`config.mk`:
```
export PLATFORM = sky130hd
export DESIGN_NAME = kernel_mac_engine
export DESIGN_NICKNAME = d
export VERILOG_FILES = /design/src/rtl/kernel_mac_engine.sv
export SDC_FILE = /design/constraint.sdc
export NUM_CORES = 1
export LEC_CHECK = 0
export ABC_AREA = 0
export ABC_CLOCK_PERIOD_IN_PS = 6050
export CAP_MARGIN = 20
export CELL_PAD_IN_SITES_DETAIL_PLACEMENT = 2
export CELL_PAD_IN_SITES_GLOBAL_PLACEMENT = 2
export CORE_UTILIZATION = 30
export CTS_CLUSTER_DIAMETER = 120
export DETAILED_ROUTE_END_ITERATION = 16
export PLACE_DENSITY = 0.64
export SETUP_SLACK_MARGIN = 0.15
export SLEW_MARGIN = 20
export SYNTH_ARGS = -nofsm -noshare
export SYNTH_HDL_FRONTEND = slang
export SYNTH_SLANG_ARGS = --single-unit
export TNS_END_PERCENT = 50
```
`constraint.sdc`:
```
create_clock -name i_clk -period 6.05 [get_ports i_clk]
set_input_delay 0.605 -clock i_clk [delete_from_list [all_inputs] [get_ports i_clk]]
set_output_delay 0.605 -clock i_clk [all_outputs]
set_load 0.02 [all_outputs]
```
`src/rtl/kernel_mac_engine.sv`:
```
// kernel_mac_engine: streams KERNEL_LEN signed activations, multiplies each by the
// kernel weight read at o_k_addr, and returns the signed dot product on a
// valid/ready result port.
// Ports:
//   i_clk, i_rst_n            clock, async active-low reset
//   i_start, i_kernel_valid   start pulse, honoured in IDLE only when kernel loaded
//   i_abort                   synchronous abort back to IDLE
//   o_k_addr, i_k_data        kernel read address / weight (combinational read)
//   i_act_valid/data, o_act_ready   activation stream
//   o_res_valid/data, i_res_ready   result handshake
//   o_busy, o_done            not-idle flag, result-handshake pulse
module kernel_mac_engine #(
  parameter int unsigned DATA_W     = 8,
  parameter int unsigned KERNEL_LEN = 64,
  parameter int unsigned ADDR_W     = 6,
  parameter int unsigned ACC_W      = 22
) (
  input  logic              i_clk,
  input  logic              i_rst_n,
  input  logic              i_start,
  input  logic              i_kernel_valid,
  input  logic              i_abort,
  output logic [ADDR_W-1:0] o_k_addr,
  input  logic [DATA_W-1:0] i_k_data,
  input  logic              i_act_valid,
  input  logic [DATA_W-1:0] i_act_data,
  output logic              o_act_ready,
  output logic              o_res_valid,
  output logic [ACC_W-1:0]  o_res_data,
  input  logic              i_res_ready,
  output logic              o_busy,
  output logic              o_done
);

  localparam int unsigned PROD_W = 2 * DATA_W;

  typedef enum logic [1:0] {ST_IDLE, ST_RUN, ST_OUT} state_t;

  state_t                    state, state_n;
  logic [ADDR_W-1:0]         idx, idx_n;
  logic signed [ACC_W-1:0]   acc, acc_n;
  logic [ACC_W-1:0]          res, res_n;
  logic                      act_ready_q, res_valid_q, busy_q;
  logic signed [DATA_W-1:0]  act_s, k_s;
  logic signed [PROD_W-1:0]  prod;
  logic signed [ACC_W-1:0]   sum;
  logic                      beat, last;
  logic                      done_c;

  // Signed multiply-accumulate of the current beat
  always_comb begin
    act_s = $signed(i_act_data);
    k_s   = $signed(i_k_data);
    prod  = act_s * k_s;
    sum   = acc + ACC_W'(prod);
    beat  = (state == ST_RUN) && i_act_valid;
    last  = (idx == ADDR_W'(KERNEL_LEN - 1));
  end

  // Next-state and datapath updates; abort overrides everything
  always_comb begin
    state_n = state;
    idx_n   = idx;
    acc_n   = acc;
    res_n   = res;
    done_c  = 1'b0;
    case (state)
      ST_IDLE: begin
        if (i_start && i_kernel_valid) begin
          state_n = ST_RUN;
          acc_n   = '0;
          idx_n   = '0;
        end
      end
      ST_RUN: begin
        if (beat) begin
          acc_n = sum;
          if (last) begin
            res_n   = sum;
            idx_n   = '0;
            state_n = ST_OUT;
          end else begin
            idx_n = idx + ADDR_W'(1);
          end
        end
      end
      ST_OUT: begin
        if (i_res_ready) begin
          done_c  = 1'b1;
          state_n = ST_IDLE;
        end
      end
      default: state_n = ST_IDLE;
    endcase
    if (i_abort) begin
      state_n = ST_IDLE;
      acc_n   = '0;
      idx_n   = '0;
      done_c  = 1'b0;
    end
  end

  // State, datapath and registered status flags (decoded from next state)
  always_ff @(posedge i_clk or negedge i_rst_n) begin
    if (!i_rst_n) begin
      state       <= ST_IDLE;
      idx         <= '0;
      acc         <= '0;
      res         <= '0;
      act_ready_q <= 1'b0;
      res_valid_q <= 1'b0;
      busy_q      <= 1'b0;
    end else begin
      state       <= state_n;
      idx         <= idx_n;
      acc         <= acc_n;
      res         <= res_n;
      act_ready_q <= (state_n == ST_RUN);
      res_valid_q <= (state_n == ST_OUT);
      busy_q      <= (state_n != ST_IDLE);
    end
  end

  assign o_k_addr    = idx;
  assign o_act_ready = act_ready_q;
  assign o_res_valid = res_valid_q;
  assign o_res_data  = res;
  assign o_busy      = busy_q;
  // Handshake-cycle pulse, so it follows i_res_ready within the cycle
  assign o_done      = done_c;

endmodule

```
======== Word-level counts from Yosys, hierarchy flattened ========
Index checks and enable logic that the tools add are counted.
storage, ports and cells
  flip-flop bits (word level) ............. 55
  output and inout port bits .............. 32
  word-level logic and storage cells ...... 42
cells by class
  add/sub/neg operators ................... 2
  multiply operators ...................... 1
  eq/ne operators ......................... 7
  mux-type cells .......................... 18
  reductions and logical operators ........ 7
operator list
  kind                                                              count
  22-bit 2-to-1 mux                                                 3
  22-bit one-hot mux with 2 select lines                            1
  6-bit 2-to-1 mux                                                  4
  22-bit by 16-bit adder with 22-bit output                         1
  8-bit by 8-bit multiplier with 16-bit output                      1
  6-bit one-hot mux with 2 select lines                             1
  2-bit 2-to-1 mux                                                  5
  6-bit by 1-bit adder with 6-bit output (second input constant)    1
  6-bit == test (second input constant)                             1
  3-bit inequality test (second input constant)                     2
  2-bit one-hot mux with 3 select lines                             1
  3-bit AND reduction                                               2
  2-bit by 1-bit == test with 1-bit output (second input constant)  2
  2-bit == test (second input constant)                             2
  1-bit 2-to-1 mux                                                  3
  3-bit nonzero test                                                1
  1-bit logical AND                                                 2
  2-bit zero test                                                   1
  2-bit nonzero test                                                1

======== Logic depth before layout (Yosys ltp) ========
  word-level depth ........................ 6
  depth in mapped cells ................... 20
  gate-level depth less buffers ........... 19

======== Worst setup path before layout ========
OpenSTA, ideal clock, no wires.
  path type ............................... input to register
  start point ............................. in i_k_data[0]
  end point ............................... reg res[19] (netlist: o_res_data[19])
  library setup time ...................... 0.069 ns
  arrival ................................. 5.546 ns
  slack ................................... 0.435 ns
  stages .................................. 16
  path buffers ............................ 0
  cells stage by stage .................... and2_1 -> inv_1 -> fa_1 -> inv_1 -> fa_1 -> fa_1 -> fa_1 -> fa_1 -> ha_1 -> a21o_1 -> a31o_1 -> a31oi_4 -> o21ai_2 -> o211a_1 -> or4_1 -> nand3_1
between the ends
  cells in the longest elaborated chain, start to end .. 2
RTL lines
  element                                       line  RTL
  start: declaration                            24    input logic [DATA_W-1:0] i_k_data,
  8-bit by 8-bit multiplier with 16-bit output  54    prod = act_s * k_s;
  22-bit by 16-bit adder with 22-bit output     55    sum = acc + ACC_W'(prod);
  end signal: assignment                        117   res <= res_n;
  end: declaration                              42    logic [ACC_W-1:0] res, res_n;
Every way passes these cells.
A chain may end at the register's enable or synchronous reset.

======== Worst setup path after layout ========
  start point ............................. in i_act_data[5]
  end point ............................... reg res[20] (netlist: o_res_data[20])
between the ends
  cells in the longest elaborated chain, start to end .. 2
RTL lines
  element                                       line  RTL
  start: declaration                            26    input logic [DATA_W-1:0] i_act_data,
  8-bit by 8-bit multiplier with 16-bit output  54
  22-bit by 16-bit adder with 22-bit output     55
Every way passes these cells.

==> tab_implementation.tex <==
\begin{tabular}{lr}
\hline
Metric & Value \\
\hline
\multicolumn{2}{l}{\textbf{Logic synthesis}} \\
\quad Count of flip-flops with a built-in enable after synthesis & 0 \\
\quad Distinct cell type count of the synthesized netlist & 42 \\
\quad Cell area after technology mapping & 5960 um\^{}2 \\
\quad Mean area per synthesized cell & 10.2 um\^{}2 \\
\quad Number of cells produced by synthesis & 585 \\
\quad Share of flip-flops with an asynchronous set or reset & 1.00 \\
\quad Number of synthesized register bits & 55 \\
\quad Net count after synthesis & 755 \\
\quad Count of yosys warnings during synthesis & 0 \\
\quad Most common flop cell mapped by yosys & sky130\_fd\_sc\_hd\_\_dfrtp\_1 \\
\quad Post-synthesis sequential area ratio & 0.231 \\
\multicolumn{2}{l}{\textbf{STA}} \\
\quad Final Hold Slack & 442 ps \\
\quad Post-route setup slack & 415 ps \\
\quad Actual transition at the worst max-transition pin & 922 ps \\
\quad Final worst path period share & 0.931 \\
\quad Count of final hold-check violations & 0 \\
\quad Final setup violating endpoints & 0 \\
\quad Minimum clock period after layout & 5640 ps \\
\quad Unrepaired setup endpoints after global routing & yes \\
\quad Slew headroom & 0.382 \\
\quad Clock Skews & 6.69 ps \\
\quad Maximum achievable frequency & 177 MHz \\
\quad Number of max-slew violations in the final report & 0 \\
\multicolumn{2}{l}{\textbf{Final layout}} \\
\quad Area of all placed cells without fillers & 7080 um\^{}2 \\
\quad Area Growth Syn to Fin & 18.8\% \\
\quad Fraction of layout instances using a drive strength above 1 & 0.0613 \\
\quad Filler cell count in the final layout & 2,095 \\
\quad Nets@finish & 821 \\
\quad Number of antenna diodes & 0 \\
\multicolumn{2}{l}{\textbf{Clock network}} \\
\quad Worst-skew pair later-pin latency & 290 ps \\
\quad Depth of the CTS H-tree & 2 \\
\quad Root Buffer & sky130\_fd\_sc\_hd\_\_clkbuf\_16 \\
\quad Post-CTS clock slew at the launch and capture registers of the worst setup and hold paths & 70 ps \\
\quad Clk buf depth & 2 \\
\quad Clock tree from TritonCTS & built \\
\quad Number of sinks handled by clock tree synthesis & 55 \\
\quad Number of hold buffers added after CTS & 0 \\
\quad Inserted Clock Buffers & 5 \\
\multicolumn{2}{l}{\textbf{Flow run}} \\
\quad Reported max-cap violation count & 0 \\
\multicolumn{2}{l}{\textbf{Place}} \\
\quad Worst setup slack after placement & -53.0 ps \\
\quad Post-Place Cell Area & 6900 um\^{}2 \\
\quad Routability congestion estimate & 0.773 \\
\quad Input/output buffers & 54 \\
\quad HPWL Detailed & 13.8 mm \\
\multicolumn{2}{l}{\textbf{Setup path}} \\
\quad Endpoint arrival time on the critical path & 5810 ps \\
\quad Nature of the critical path startpoint & input port \\
\quad Crit-path slowest cell & sky130\_fd\_sc\_hd\_\_clkdlybuf4s50\_1 \\
\quad Data required time of the critical path & 6230 ps \\
\quad Most common cell on crit path & sky130\_fd\_sc\_hd\_\_fa\_1 \\
\quad Critical path class & input port to register \\
\quad Sort of element at the end of the critical path & register \\
\quad Top fanout value on the critical path & 8 \\
\quad Gate family responsible for the most delay along the worst path & adder cells \\
\quad Maximum cell stage delay along the critical path & 710 ps \\
\quad Cell Chain, Critical Path & clkdlybuf4s50\_1, nand2\_1, fa\_1, inv\_1, fa\_1, inv\_1, fa\_1, inv\_1, fa\_1, ha\_1, ha\_1, nor2b\_1, o2111ai\_1, nand3\_1, a21oi\_1, o31ai\_1, xor2\_1, mux2\_2 \\
\quad Crit path buffers/inverters & 4 \\
\multicolumn{2}{l}{\textbf{Pwr}} \\
\quad Power density over the cells & 554 nW/um\^{}2 \\
\quad Switching power of the nets & 2.06 mW \\
\quad Fraction of power consumed by the clock network & 0.087 \\
\quad Sequential group share of total power & 0.114 \\
\quad Switching Share & 0.524 \\
\quad LEAKAGE & 3.50 nW \\
\quad Tot Pwr & 3.93 mW \\
\quad Logic gate share of total power & 0.799 \\
\quad Internal Dissipation & 1.87 mW \\
\quad Worst voltage drop across the vdd grid & 261 uV \\
\multicolumn{2}{l}{\textbf{Die}} \\
\quad Area of the core & 19,500 um\^{}2 \\
\quad Effective utilization at floorplan & 0.306 \\
\quad Area enclosed by the die boundary & 20,400 um\^{}2 \\
\quad Top Ports & 55 \\
\quad Overall die width & 143 um \\
\quad Die height & 143 um \\
\quad Cell Rows & 51 \\
\multicolumn{2}{l}{\textbf{GRT}} \\
\quad Largest net degree at the start of global routing & 56 \\
\quad Wire length of the first global-routing pass & 27.7 mm \\
\quad Global Route Usage Sum & 0.176 \\
\quad Initial antenna violation count & 0 \\
\quad Number of global-route vias before repair & 5,145 \\
\quad GR Overflow Total & 0 \\
\multicolumn{2}{l}{\textbf{Detailed routing}} \\
\quad Final routed DRC violation total & 0 \\
\quad Final antenna-violating net count & 0 \\
\quad Initial DRC count & 123 \\
\quad Number of detailed-routing iterations run before antenna repair & 4 \\
\quad Total via count after detailed routing & 4,305 \\
\quad Wire length per cell & 17.5 um \\
\quad Vias per Instance & 4.69 \\
\quad Total Routed Length & 16.1 mm \\
\multicolumn{2}{l}{\textbf{Status}} \\
\quad Outcome & complete, no violations \\
\multicolumn{2}{l}{\textbf{Worst hold path}} \\
\quad Worst hold path class & input port to async pin \\
\hline
\end{tabular}
==> final timing paths <==
path                                from             end  slack [ps]  cells after the start
min in group i_clk                acc[1]          acc[1]         490                      2
min                              i_rst_n  o_res_data[15]         440                      2
max                        i_act_data[5]  o_res_data[20]         410                     18
min reg2reg                       acc[1]          acc[1]         490                      2
max in group asynchronous        i_rst_n     o_res_valid        5110                      2
max reg2reg                       acc[6]  o_res_data[20]        1090                     17
==> placed cells by master (no fill, tap or decap), types with 4 or more instances in the layout <==
cell type and instances:
sky130_fd_sc_hd__fa_1 96, sky130_fd_sc_hd__inv_1 92, sky130_fd_sc_hd__nand2_1 87, sky130_fd_sc_hd__dfrtp_1 55, sky130_fd_sc_hd__ha_1 51, sky130_fd_sc_hd__clkdlybuf4s50_1 50
sky130_fd_sc_hd__and2_1 33, sky130_fd_sc_hd__o21ai_0 26, sky130_fd_sc_hd__nor2_1 16, sky130_fd_sc_hd__a21oi_1 15, sky130_fd_sc_hd__xnor2_1 13, sky130_fd_sc_hd__buf_4 12
sky130_fd_sc_hd__xor2_1 11, sky130_fd_sc_hd__a22o_1 10, sky130_fd_sc_hd__nand3_1 9, sky130_fd_sc_hd__mux2_2 9, sky130_fd_sc_hd__o31ai_1 6, sky130_fd_sc_hd__and3_1 5
sky130_fd_sc_hd__clkbuf_16 5, sky130_fd_sc_hd__a21o_1 4
==> power groups by stage <==
stage	combinational, mW	clock [mW]	sequential [mW]
after global placement	3.03	0	0.458
after CTS	3.21	0.357	0.452
final	3.14	0.341	0.449
after detailed placement	3.17	0	0.458
after global routing	3.55	0.376	0.455
after floorplan	2.16	0	0.438
==> layout make-up <==
type | instances | area [um^2] | share of cell area
clock inverters | 2 | 35.0 | 0.00495
well taps | 265 | 332 | 0.0468
repair buffers | 67 | 644 | 0.0910
clock buffers | 6 | 139 | 0.0196
inverters | 93 | 349 | 0.0493
flip-flops and latches | 55 | 1380 | 0.194
multi-input cells | 429 | 4210 | 0.594
==> cell usage after synthesis (all sizes together) (3+ instances only) <==
cell type	instances	area, um^2
fa	96	1920
inv	92	345
nand2	87	327
dfrtp	55	1380
ha	51	638
and2	34	213
o21ai	30	154
nor2	17	63.8
a21oi	15	75.1
xnor2	13	114
xor2	11	96.3
a22o	10	87.6
mux2	9	101
nand3	9	45.0
clkbuf	8	30.0
o31ai	6	45.0
and3	5	31.3
a21o	4	30.0
o211ai	3	22.5
o21bai	3	22.5
or4	3	22.5
==> worst reg2reg max path, delay by kind of cell (launching register included) <==
kind | cells | cell delay [ps]
flip-flops | 1 | 390
buffers and inverters | 4 | 240
multiplexers | 1 | 280
AND/OR/NAND/NOR | 2 | 360
AO/OA/AOI/OAI | 3 | 730
adder cells (fa/ha/maj) | 6 | 2670
XOR/XNOR | 1 | 160
==> what timing repair did <==
| action | in CTS | in global routing |
|---|---|---|
| buffers inserted | 0 | 0 |
| endpoints found under the setup margin | 0 | 8 |
| resized for setup | 0 | 6 |
==> registers in the layout, summed over array words and instances, names as in the netlist <==
| signal | cells |
|---|---|
| o_busy | 1 |
| o_res_valid | 1 |
| o_k_addr | 6 |
| state | 2 |
| o_res_data | 22 |
| acc | 22 |
| o_act_ready | 1 |
==> metal layers <==
layer  vias to the layer above  share of wire  GRT usage
li1                       1994              -          -
met1                      2233           0.44      0.227
met2                        65           0.53      0.321
met3                        13          0.023     0.0205
met4                         0          0.011     0.0255
met5                         -              0          0
==> through the flow <==
stage | TNS (ps) | utilization | instances
after global routing | 0 | 0.364 | 917
after global placement | 0 | 0.354 | 909
after CTS | 0 | 0.363 | 917
final | 0 | 0.364 | 917
after floorplan | 0 | - | 585
after detailed placement | -159 | 0.354 | 909
==> kinds of logic after synthesis <==
family | Yosys count | share of synthesized area
adders and majority gates | 147 | 0.429
buffers and inverters | 101 | 0.0636
AOI/OAI and AO/OA | 82 | 0.0907
xor gates and xnor gates | 24 | 0.0353
and+or+nand+nor | 167 | 0.133
DFF | 55 | 0.231
muxes | 9 | 0.0170
No activity file was read; power rests on OpenSTA's default activity.
